**src/rtl/gru_pkg.sv**
```systemverilog
//------------------------------------------------------------------------------
// gru_pkg
// Shared widths, fixed-point constants and sweep FSM states for the GRU
// hidden-state update block.
// Rev 1.0 - initial release
//------------------------------------------------------------------------------
`default_nettype none

package gru_pkg;

    // Default sample format: signed Q2.14
    localparam int DATABIT = 16;
    localparam int FRAC    = 14;

    // Fixed-point 1.0 in the default format
    localparam logic [DATABIT-1:0] ONE_Q = DATABIT'(1) << FRAC;

    // Sweep sequencer states
    typedef enum logic [1:0] {
        IDLE  = 2'd0,
        RUN   = 2'd1,
        DRAIN = 2'd2,
        DONE  = 2'd3
    } gru_state_e;

endpackage : gru_pkg

`default_nettype wire

```
**src/rtl/gru_update_dp.sv**
```systemverilog
//------------------------------------------------------------------------------
// gru_update_dp
// Three-stage arithmetic pipe computing ht = zt*ht1 + (1.0 - zt)*htb.
//   stage 1: full-width products
//   stage 2: arithmetic shift by FRAC and sum in DATABIT+2 bits
//   stage 3: reduction to DATABIT bits (registered result)
// Build option: GRU_UPDATE_SAT_EN -- saturate the reduction instead of wrapping.
// Rev 1.0 - initial release
//------------------------------------------------------------------------------
`default_nettype none

module gru_update_dp
    import gru_pkg::*;
#(
    parameter int DATABIT = gru_pkg::DATABIT,
    parameter int FRAC    = gru_pkg::FRAC
) (
    input  logic                      clk,
    input  logic                      rst_n,
    input  logic signed [DATABIT-1:0] zt_i,
    input  logic signed [DATABIT-1:0] ht1_i,
    input  logic signed [DATABIT-1:0] htb_i,
    input  logic                      valid_i,
    output logic signed [DATABIT-1:0] ht_o,
    output logic                      valid_o
);

    // Products are one bit wider than 2*DATABIT because (1.0 - zt) needs
    // DATABIT+1 bits when zt is the most negative code.
    localparam int PW = 2 * DATABIT + 1;
    localparam int SW = DATABIT + 2;

    localparam logic signed [DATABIT:0] ONE_X   = (DATABIT + 1)'(1) << FRAC;
    localparam logic signed [SW-1:0]    SAT_MAX = SW'(2 ** (DATABIT - 1) - 1);
    localparam logic signed [SW-1:0]    SAT_MIN = -SAT_MAX - SW'(1);

    logic signed [DATABIT:0]   omz;
    logic signed [PW-1:0]      p1_q, p2_q;
    logic signed [SW-1:0]      sum_d, sum_q;
    logic signed [DATABIT-1:0] red_d, ht_q;
    logic                      v1_q, v2_q, v3_q;

    // Shift both products and add them in the DATABIT+2 accumulator width
    always_comb begin
        omz   = ONE_X - {zt_i[DATABIT-1], zt_i};
        sum_d = SW'(p1_q >>> FRAC) + SW'(p2_q >>> FRAC);
    end

    // Reduce the accumulator to the output width
    always_comb begin
        red_d = sum_q[DATABIT-1:0];
`ifdef GRU_UPDATE_SAT_EN
        if (sum_q > SAT_MAX) begin
            red_d = SAT_MAX[DATABIT-1:0];
        end else if (sum_q < SAT_MIN) begin
            red_d = SAT_MIN[DATABIT-1:0];
        end
`endif
    end

    // Pipeline registers with valid tracking; valids clear on reset
    always_ff @(posedge clk or negedge rst_n) begin
        if (!rst_n) begin
            p1_q  <= '0;
            p2_q  <= '0;
            sum_q <= '0;
            ht_q  <= '0;
            v1_q  <= 1'b0;
            v2_q  <= 1'b0;
            v3_q  <= 1'b0;
        end else begin
            v1_q <= valid_i;
            v2_q <= v1_q;
            v3_q <= v2_q;
            if (valid_i) begin
                p1_q <= zt_i * ht1_i;
                p2_q <= omz * htb_i;
            end
            if (v1_q) begin
                sum_q <= sum_d;
            end
            if (v2_q) begin
                ht_q <= red_d;
            end
        end
    end

    assign ht_o    = ht_q;
    assign valid_o = v3_q;

endmodule : gru_update_dp

`default_nettype wire

```
**src/rtl/gru_update_seq.sv**
```systemverilog
//------------------------------------------------------------------------------
// gru_update_seq
// Sweeps HIDDEN_N elements: reads zt/ht1/htb from external buffers, pushes
// them through the gru_update_dp pipe and writes ht_out back in address order.
// Read-to-write latency is 4 cycles; a hold-free sweep is HIDDEN_N+5 cycles
// from start to done.
// Build option: GRU_UPDATE_SAT_EN (used inside gru_update_dp).
// Rev 1.0 - initial release
//------------------------------------------------------------------------------
`default_nettype none

module gru_update_seq
    import gru_pkg::*;
#(
    parameter int DATABIT  = gru_pkg::DATABIT,
    parameter int FRAC     = gru_pkg::FRAC,
    parameter int HIDDEN_N = 32,
    parameter int ADDR_W   = $clog2(HIDDEN_N)
) (
    input  logic               clk,
    input  logic               rst_n,
    input  logic               start,
    input  logic               hold,
    output logic               busy,
    output logic               done,
    output logic               rd_en,
    output logic [ADDR_W-1:0]  rd_addr,
    input  logic [DATABIT-1:0] zt_in,
    input  logic [DATABIT-1:0] ht1_in,
    input  logic [DATABIT-1:0] htb_in,
    output logic               wr_en,
    output logic [ADDR_W-1:0]  wr_addr,
    output logic [DATABIT-1:0] ht_out
);

    localparam logic [ADDR_W-1:0] LAST_ADDR = ADDR_W'(HIDDEN_N - 1);

    gru_state_e        state_q, state_d;
    logic [ADDR_W-1:0] rd_addr_q, rd_addr_d;
    logic [ADDR_W-1:0] wr_addr_q, wr_addr_d;
    logic              rvld_q;
    logic              issue, last_wr;
    logic              dp_valid;
    logic [DATABIT-1:0] dp_ht;

    // Next state, address counters and issue strobe
    always_comb begin
        state_d   = state_q;
        rd_addr_d = rd_addr_q;
        wr_addr_d = wr_addr_q;
        issue     = (state_q == RUN) && !hold;
        last_wr   = dp_valid && (wr_addr_q == LAST_ADDR);

        // Write address advances with each result; it never wraps
        if (dp_valid && !last_wr) begin
            wr_addr_d = wr_addr_q + ADDR_W'(1);
        end

        case (state_q)
            IDLE: begin
                if (start) begin
                    state_d   = RUN;
                    rd_addr_d = '0;
                    wr_addr_d = '0;
                end
            end
            RUN: begin
                if (issue) begin
                    if (rd_addr_q == LAST_ADDR) begin
                        state_d = DRAIN;
                    end else begin
                        rd_addr_d = rd_addr_q + ADDR_W'(1);
                    end
                end
            end
            DRAIN: begin
                if (last_wr) begin
                    state_d = DONE;
                end
            end
            DONE: begin
                state_d = IDLE;
            end
            default: begin
                state_d = IDLE;
            end
        endcase
    end

    // State, counters and the read-data-valid flag
    always_ff @(posedge clk or negedge rst_n) begin
        if (!rst_n) begin
            state_q   <= IDLE;
            rd_addr_q <= '0;
            wr_addr_q <= '0;
            rvld_q    <= 1'b0;
        end else begin
            state_q   <= state_d;
            rd_addr_q <= rd_addr_d;
            wr_addr_q <= wr_addr_d;
            rvld_q    <= issue;
        end
    end

    gru_update_dp #(
        .DATABIT (DATABIT),
        .FRAC    (FRAC)
    ) u_dp (
        .clk     (clk),
        .rst_n   (rst_n),
        .zt_i    (zt_in),
        .ht1_i   (ht1_in),
        .htb_i   (htb_in),
        .valid_i (rvld_q),
        .ht_o    (dp_ht),
        .valid_o (dp_valid)
    );

    assign busy    = (state_q != IDLE);
    assign done    = (state_q == DONE);
    assign rd_en   = issue;
    assign rd_addr = rd_addr_q;
    assign wr_en   = dp_valid;
    assign wr_addr = wr_addr_q;
    assign ht_out  = dp_ht;

endmodule : gru_update_seq

`default_nettype wire

```
**config.mk**
```make
export PLATFORM = sky130hd
export DESIGN_NAME = gru_update_seq
export DESIGN_NICKNAME = d
export VERILOG_FILES = /design/src/rtl/gru_pkg.sv /design/src/rtl/gru_update_dp.sv /design/src/rtl/gru_update_seq.sv
export SDC_FILE = /design/constraint.sdc
export NUM_CORES = 1
export LEC_CHECK = 0
export BUFFER_PORTS_ARGS = -buffer_cell sky130_fd_sc_hd__buf_2
export CAP_MARGIN = 10
export CORE_AREA = 2 2 164 287
export DETAILED_ROUTE_END_ITERATION = 16
export DIE_AREA = 0 0 166 289
export PLACE_DENSITY = 0.66
export REMOVE_ABC_BUFFERS = 1
export SLEW_MARGIN = 5
export SYNTH_ARGS = -nofsm -noshare
export SYNTH_HDL_FRONTEND = slang
export SYNTH_SLANG_ARGS = --single-unit
```
**constraint.sdc**
```tcl
create_clock -name clk -period 3.2 [get_ports clk]
set_clock_uncertainty 0.15 [all_clocks]
set_input_delay 0.32 -clock clk [delete_from_list [all_inputs] [get_ports clk]]
set_output_delay 0.32 -clock clk [all_outputs]
set_load 0.005 [all_outputs]
```
* Word-level counts from Yosys, hierarchy flattened
Cells that the tools add are included.
** Word-level totals
- Bits in registers :: 108
- Input bits :: 52
** Operators by class
- Equal/unequal tests :: 10
- Add/subtract/negate cells :: 4
- Reduce and logical (&&, ||, !) cells :: 10
- Multipliers :: 2
- Multiplexer cells :: 12
** Operators with widths (number)
- $mul A16 B16 Y30 :: 1
- $mul A17 B16 Y30 :: 1
- $mux W5 :: 6
- $sub A16 B16 Y17 const A :: 1
- $add A16 B16 Y16 :: 1
- $add A5 B1 Y5 const B :: 2
- $eq A5 B5 Y1 const B :: 2
- $pmux W5 S2 :: 1
- $mux W2 :: 4
- $ne A2 B2 Y1 const B :: 4
- $pmux W2 S4 :: 1
- $reduce_and A4 Y1 :: 2
- $eq A2 B2 Y1 const B :: 2
- $reduce_bool A2 Y1 :: 2
- $logic_and A1 B1 Y1 :: 3
- $eq A2 B1 Y1 const B :: 1
- $logic_not A1 Y1 :: 2
- $logic_not A2 Y1 :: 1
- $ne A2 B1 Y1 const B :: 1

* Depth between registers and ports, before layout
- Depth after elaboration :: 7
- Gate-level depth with buffers :: 31

* By module
A second synthesis with hierarchy kept.
** Second synthesis, totals
- Cells, all modules :: 2365
- Area total of the unflattened synthesis :: 22330.2 um^2
** By module, submodules not included
- gru_update_dp :: instances 1, seq. area each 1676.6 um^2, cells each 2298, area an instance 21592.0 um^2
- gru_update_seq :: instances 1, seq. area each 325.3 um^2, cells each 67, area an instance 738.2 um^2

* Worst setup path before layout
Ideal clock, no wire load.
- Path kind :: input-to-reg
- From :: input port zt_in[0]
- To :: register u_dp.p2_q[28]
- Library setup time :: 0.125 ns
- Cell stages on the path :: 29
- Buffers on the path :: 3
- Setup slack :: -4.502 ns
- Arrival :: 7.427 ns
- Cells stage by stage :: clkbuf_1 -> clkbuf_1 -> inv_1 -> ha_1 -> nor3b_1 -> and4_1 -> nor3b_1 -> clkbuf_1 -> nand2_1 -> inv_1 -> fa_1 -> inv_1 -> fa_1 -> inv_1 -> fa_1 -> fa_1 -> fa_1 -> inv_1 -> fa_1 -> inv_1 -> ha_1 -> a2111oi_0 -> o21ai_0 -> o22a_1 -> nor3_1 -> a21oi_1 -> a221o_1 -> xor2_1 -> mux2_2
** On the way
- Cells in the longest elaborated chain, start to end :: 2
** Ends and longest elaborated chain
- start: declaration :: line gru_update_seq.sv:28 : input logic [DATABIT-1:0] zt_in,
- $sub A16 B16 Y17 :: line gru_update_dp.sv:45 : omz = ONE_X - {zt_i[DATABIT-1], zt_i};
- $mul A17 B16 Y30 :: line gru_update_dp.sv:77 : p2_q <= omz * htb_i;
- end signal: assignment :: line gru_update_dp.sv:77
- end: declaration :: line gru_update_dp.sv:38 : logic signed [PW-1:0] p1_q, p2_q;
No other way between the ends.
A chain may end at the register's enable or synchronous reset.

* Worst setup path in the final report
Same ends and word-level chain as after synthesis.

==> metrics.log <==
INFO  metric ys_top_cells_by_area = sky130_fd_sc_hd__fa_1 (44%), sky130_fd_sc_hd__inv_1 (10%), sky130_fd_sc_hd__ha_1 (9.9%)
INFO  metric synth_top_cell_area_share = 44.3%
INFO  metric drive_gt1_share = 23.7%
INFO  metric drv_cap = 0
INFO  metric timing.final.crit_share = 215%
INFO  metric endpoint_kind = register
INFO  metric critical_path_required = 3270 ps
INFO  metric min_period = 6870 ps
INFO  metric die_width = 166 um
INFO  metric row_count = 104
INFO  metric fillCellCount = 3,875
INFO  metric synthToLayoutAreaGrowth = 22.1%
INFO  metric fin_worst_hold_slack = -1.32 ps
INFO  metric timing.critical_path.arrival = 6940 ps
INFO  metric max_clock_freq = 146 MHz
INFO  metric place.port_buffers = 81
INFO  metric synth.yosys.seq_area_share = 8.86%
INFO  metric timing.slew.headroom = 33.2%
INFO  metric finish.net_count = 3,490
INFO  metric r2r_start = u_dp.p2_q[14]
INFO  metric finalSetupViolCount = 32
INFO  metric postSynth.topFlopCell = sky130_fd_sc_hd__dfrtp_1
INFO  metric ys_async_sr_fraction = 100%
INFO  metric routed_via_density = 5.31
INFO  metric regToRegEndpoint = u_dp.sum_q[14]
INFO  metric clk_pin_slew = 60 ps
INFO  metric register_area = 2000 um2
INFO  metric slew_viol_final = 0
INFO  metric multiInputGateArea = 18,900 um2
INFO  metric layout_commonest_cell = sky130_fd_sc_hd__inv_1
INFO  metric globalRouteOverflowTotal = 0
INFO  metric global_route_wire_length_before_repair = 105,000 um
INFO  metric syn-instance-count = 2,430
INFO  metric detail-route-antenna-nets = 0
INFO  metric finalHoldViolCount = 1
INFO  metric insertedDiodeCount = 0
INFO  metric final_cell_mix = sky130_fd_sc_hd__inv_1 (585), sky130_fd_sc_hd__fa_1 (466), sky130_fd_sc_hd__nand2_1 (308)
INFO  metric dieArea = 48,000 um2
INFO  metric post_synth_edffs = 0
INFO  metric grt_start_max_net_pins = 81
INFO  metric fp.coreArea = 45,700 um2
INFO  metric run_status = finished with violations
INFO  metric dieHeight = 289 um
INFO  metric cts_inserted_buffers = 9
INFO  metric io_pins = 82
INFO  metric postLayoutSetupSlackWorst = -3670 ps
INFO  metric ys_seq_elements = 80
INFO  metric rsz0062_at_grt = true
INFO  metric wl_per_cell = 19.3 um
INFO  metric clock-sinks = 80
INFO  metric tightestPinTransition = 1000 ps
INFO  metric drt_first_iter_violations = 706
INFO  metric timing_worst_setup_path_type = input pin to register
INFO  metric routed_wl = 64,400 um
INFO  metric clock-root-buffer = sky130_fd_sc_hd__clkbuf_16
INFO  metric vias_in_the_first_global_route = 20,863
INFO  metric antenna_found_initial = 0
INFO  metric netlist_area = 22,600 um2
INFO  metric place_inst = 3,259
INFO  metric violations = hold timing, setup timing
INFO  metric cts_tree = done
INFO  metric cp_max_fo = 4
INFO  metric layoutNonFillerInstCount = 3,347
INFO  metric drtPass1Iterations = 5
INFO  metric synthesis.yosys.warnings = 0
INFO  metric cts_hold_repair.buffers = 0
INFO  metric yosys.area.top_type = sky130_fd_sc_hd__fa_1
INFO  metric grt.total_usage = 28.2%
INFO  metric remaining_drc_errors = 0
INFO  metric cts_buffer_depth = 2
INFO  metric reg2regPathDepth = 11
INFO  metric clock_tree.htree_level_count = 3
INFO  metric finalWeightedCongestion = 0.921
INFO  metric startpoint_type_of_the_worst_setup_path = input pin
INFO  metric dp_hpwl = 53,300 um
INFO  metric post_synth_num_cell_types = 72
INFO  metric clk-insertion-delay-late = 340 ps
INFO  metric detailroute.via_count = 17,777
INFO  metric rrSetupSlack = 300 ps
INFO  metric min_path_type = input pin to asynchronous set/reset pin
INFO  metric syn_area_per_cell = 9.30 um2
INFO  metric initial_utilization = 49.5%
-- through the flow --
stage          hold WS, ps  setup WS, ps  TNS, ps  instance area, um2  util, %
2_1_floorplan         -126         -4220   -99810               22200        -
3_3_place_gp           321         -4290  -118210               25300     55.5
3_5_place_dp           328         -4390  -120820               25300     55.5
4_1_cts               34.3         -3580   -97380               27300     59.7
5_1_grt               70.0         -3860  -104940               27600     60.4
6_report             -1.32         -3670   -98630               27600     60.4
-- worst max-delay path by stage --
stage	end	cells past startpoint	slack [ps]	start
final	u_dp.p2_q[28]	28	-3670	zt_in[0]
after global routing	u_dp.p2_q[28]	27	-3860	zt_in[4]
after CTS	u_dp.p2_q[28]	28	-3580	zt_in[0]
after detailed placement	u_dp.p2_q[28]	26	-4390	zt_in[1]
after global placement	u_dp.p2_q[28]	25	-4290	zt_in[1]
after floorplan	u_dp.p2_q[28]	26	-4220	zt_in[0]
-- timing repair --
item | CTS | global route
endpoints found under the setup margin | 32 | 33
setup buffers | 64 | 12
pin swaps | 130 | 83
gates cloned | 4 | 0
gates resized for setup | 247 | 65
-- area by class of cell --
| cell class | count | share of cell area (%) |
|---|---|---|
| Clock buffer | 10 | 0.831 |
| Tap cell | 583 | 2.65 |
| Sequential cell | 80 | 7.26 |
| Multi-Input combinational cell | 1641 | 68.6 |
| Inverter | 612 | 8.34 |
| Clock inverter | 5 | 0.300 |
| Timing Repair Buffer | 416 | 12.0 |
-- sequential cells by signal, indices dropped and copies added (netlist names) --
signal        cells
rd_addr           5
u_dp.p1_q        16
wr_addr           5
u_dp.v1_q         1
u_dp.sum_q       16
rvld_q            1
state_q           2
u_dp.v2_q         1
u_dp.p2_q        16
u_dp.valid_o      1
u_dp.ht_o        16
-- worst max-delay path, stage by stage --
cell	delay (ps)
sky130_fd_sc_hd__buf_8	100
sky130_fd_sc_hd__buf_6	110
sky130_fd_sc_hd__nor4_4	340
sky130_fd_sc_hd__buf_4	190
sky130_fd_sc_hd__nor2b_4	150
sky130_fd_sc_hd__xnor2_2	140
sky130_fd_sc_hd__buf_4	140
sky130_fd_sc_hd__buf_4	130
sky130_fd_sc_hd__buf_4	110
sky130_fd_sc_hd__nand2_1	60
sky130_fd_sc_hd__fa_1	520
sky130_fd_sc_hd__inv_1	60
sky130_fd_sc_hd__fa_1	500
sky130_fd_sc_hd__fa_1	670
sky130_fd_sc_hd__fa_1	500
sky130_fd_sc_hd__fa_1	490
sky130_fd_sc_hd__inv_1	50
sky130_fd_sc_hd__fa_1	510
sky130_fd_sc_hd__inv_1	50
sky130_fd_sc_hd__ha_1	310
sky130_fd_sc_hd__nand2_1	100
sky130_fd_sc_hd__nor3_2	50
sky130_fd_sc_hd__a32o_2	260
sky130_fd_sc_hd__a31oi_4	210
sky130_fd_sc_hd__a21oi_4	100
sky130_fd_sc_hd__a221o_1	320
sky130_fd_sc_hd__xor2_1	160
sky130_fd_sc_hd__mux2_4	270
-- cell usage after synthesis, drive strengths merged, types with 3 or more instances --
cell and number:
ha 178, nand4 13, nor2b 11, nand2 321, dfrtp 80, clkbuf 88, or3 6, or4 4
o21ai 26, o21a 4, o31ai 12, a2111oi 4, and3 7, nor3b 6, nor4 6, inv 612
nand2b 18, xor2 22, o2111ai 5, nand3 9, a31o 3, buf 9, a21oi 36, nor2 45
and2 220, mux2 44, a21boi 4, fa 500, xnor2 58, o211ai 5, a21o 11, a211oi 3
mux2i 3, nor3 16, a31oi 6
-- per-layer routing --
metal | share of wire [%] | routed length (um) | GRT usage (%)
met3 | 3.1 | 1980 | 2.42
met4 | 10 | 6720 | 23.0
met5 | 0 | 0 | 0
met1 | 30 | 19300 | 25.3
met2 | 57 | 36400 | 56.6
-- logic make-up (layout without fill, tap and decap cells) --
family	count (synthesis)	in the layout	share of synthesized area [%]
buffers and inverters	709	1043	11.8
AND/OR/NAND/NOR	691	691	15.1
adder cells (fa/ha/maj)	678	678	54.2
AO/OA/AOI/OAI	144	144	4.54
XOR/XNOR	81	81	3.20
flip-flops	80	80	8.86
multiplexers	47	47	2.34
Power is not shown: default switching activity piles up to over one toggle a cycle in this logic, so the estimate is an artifact.
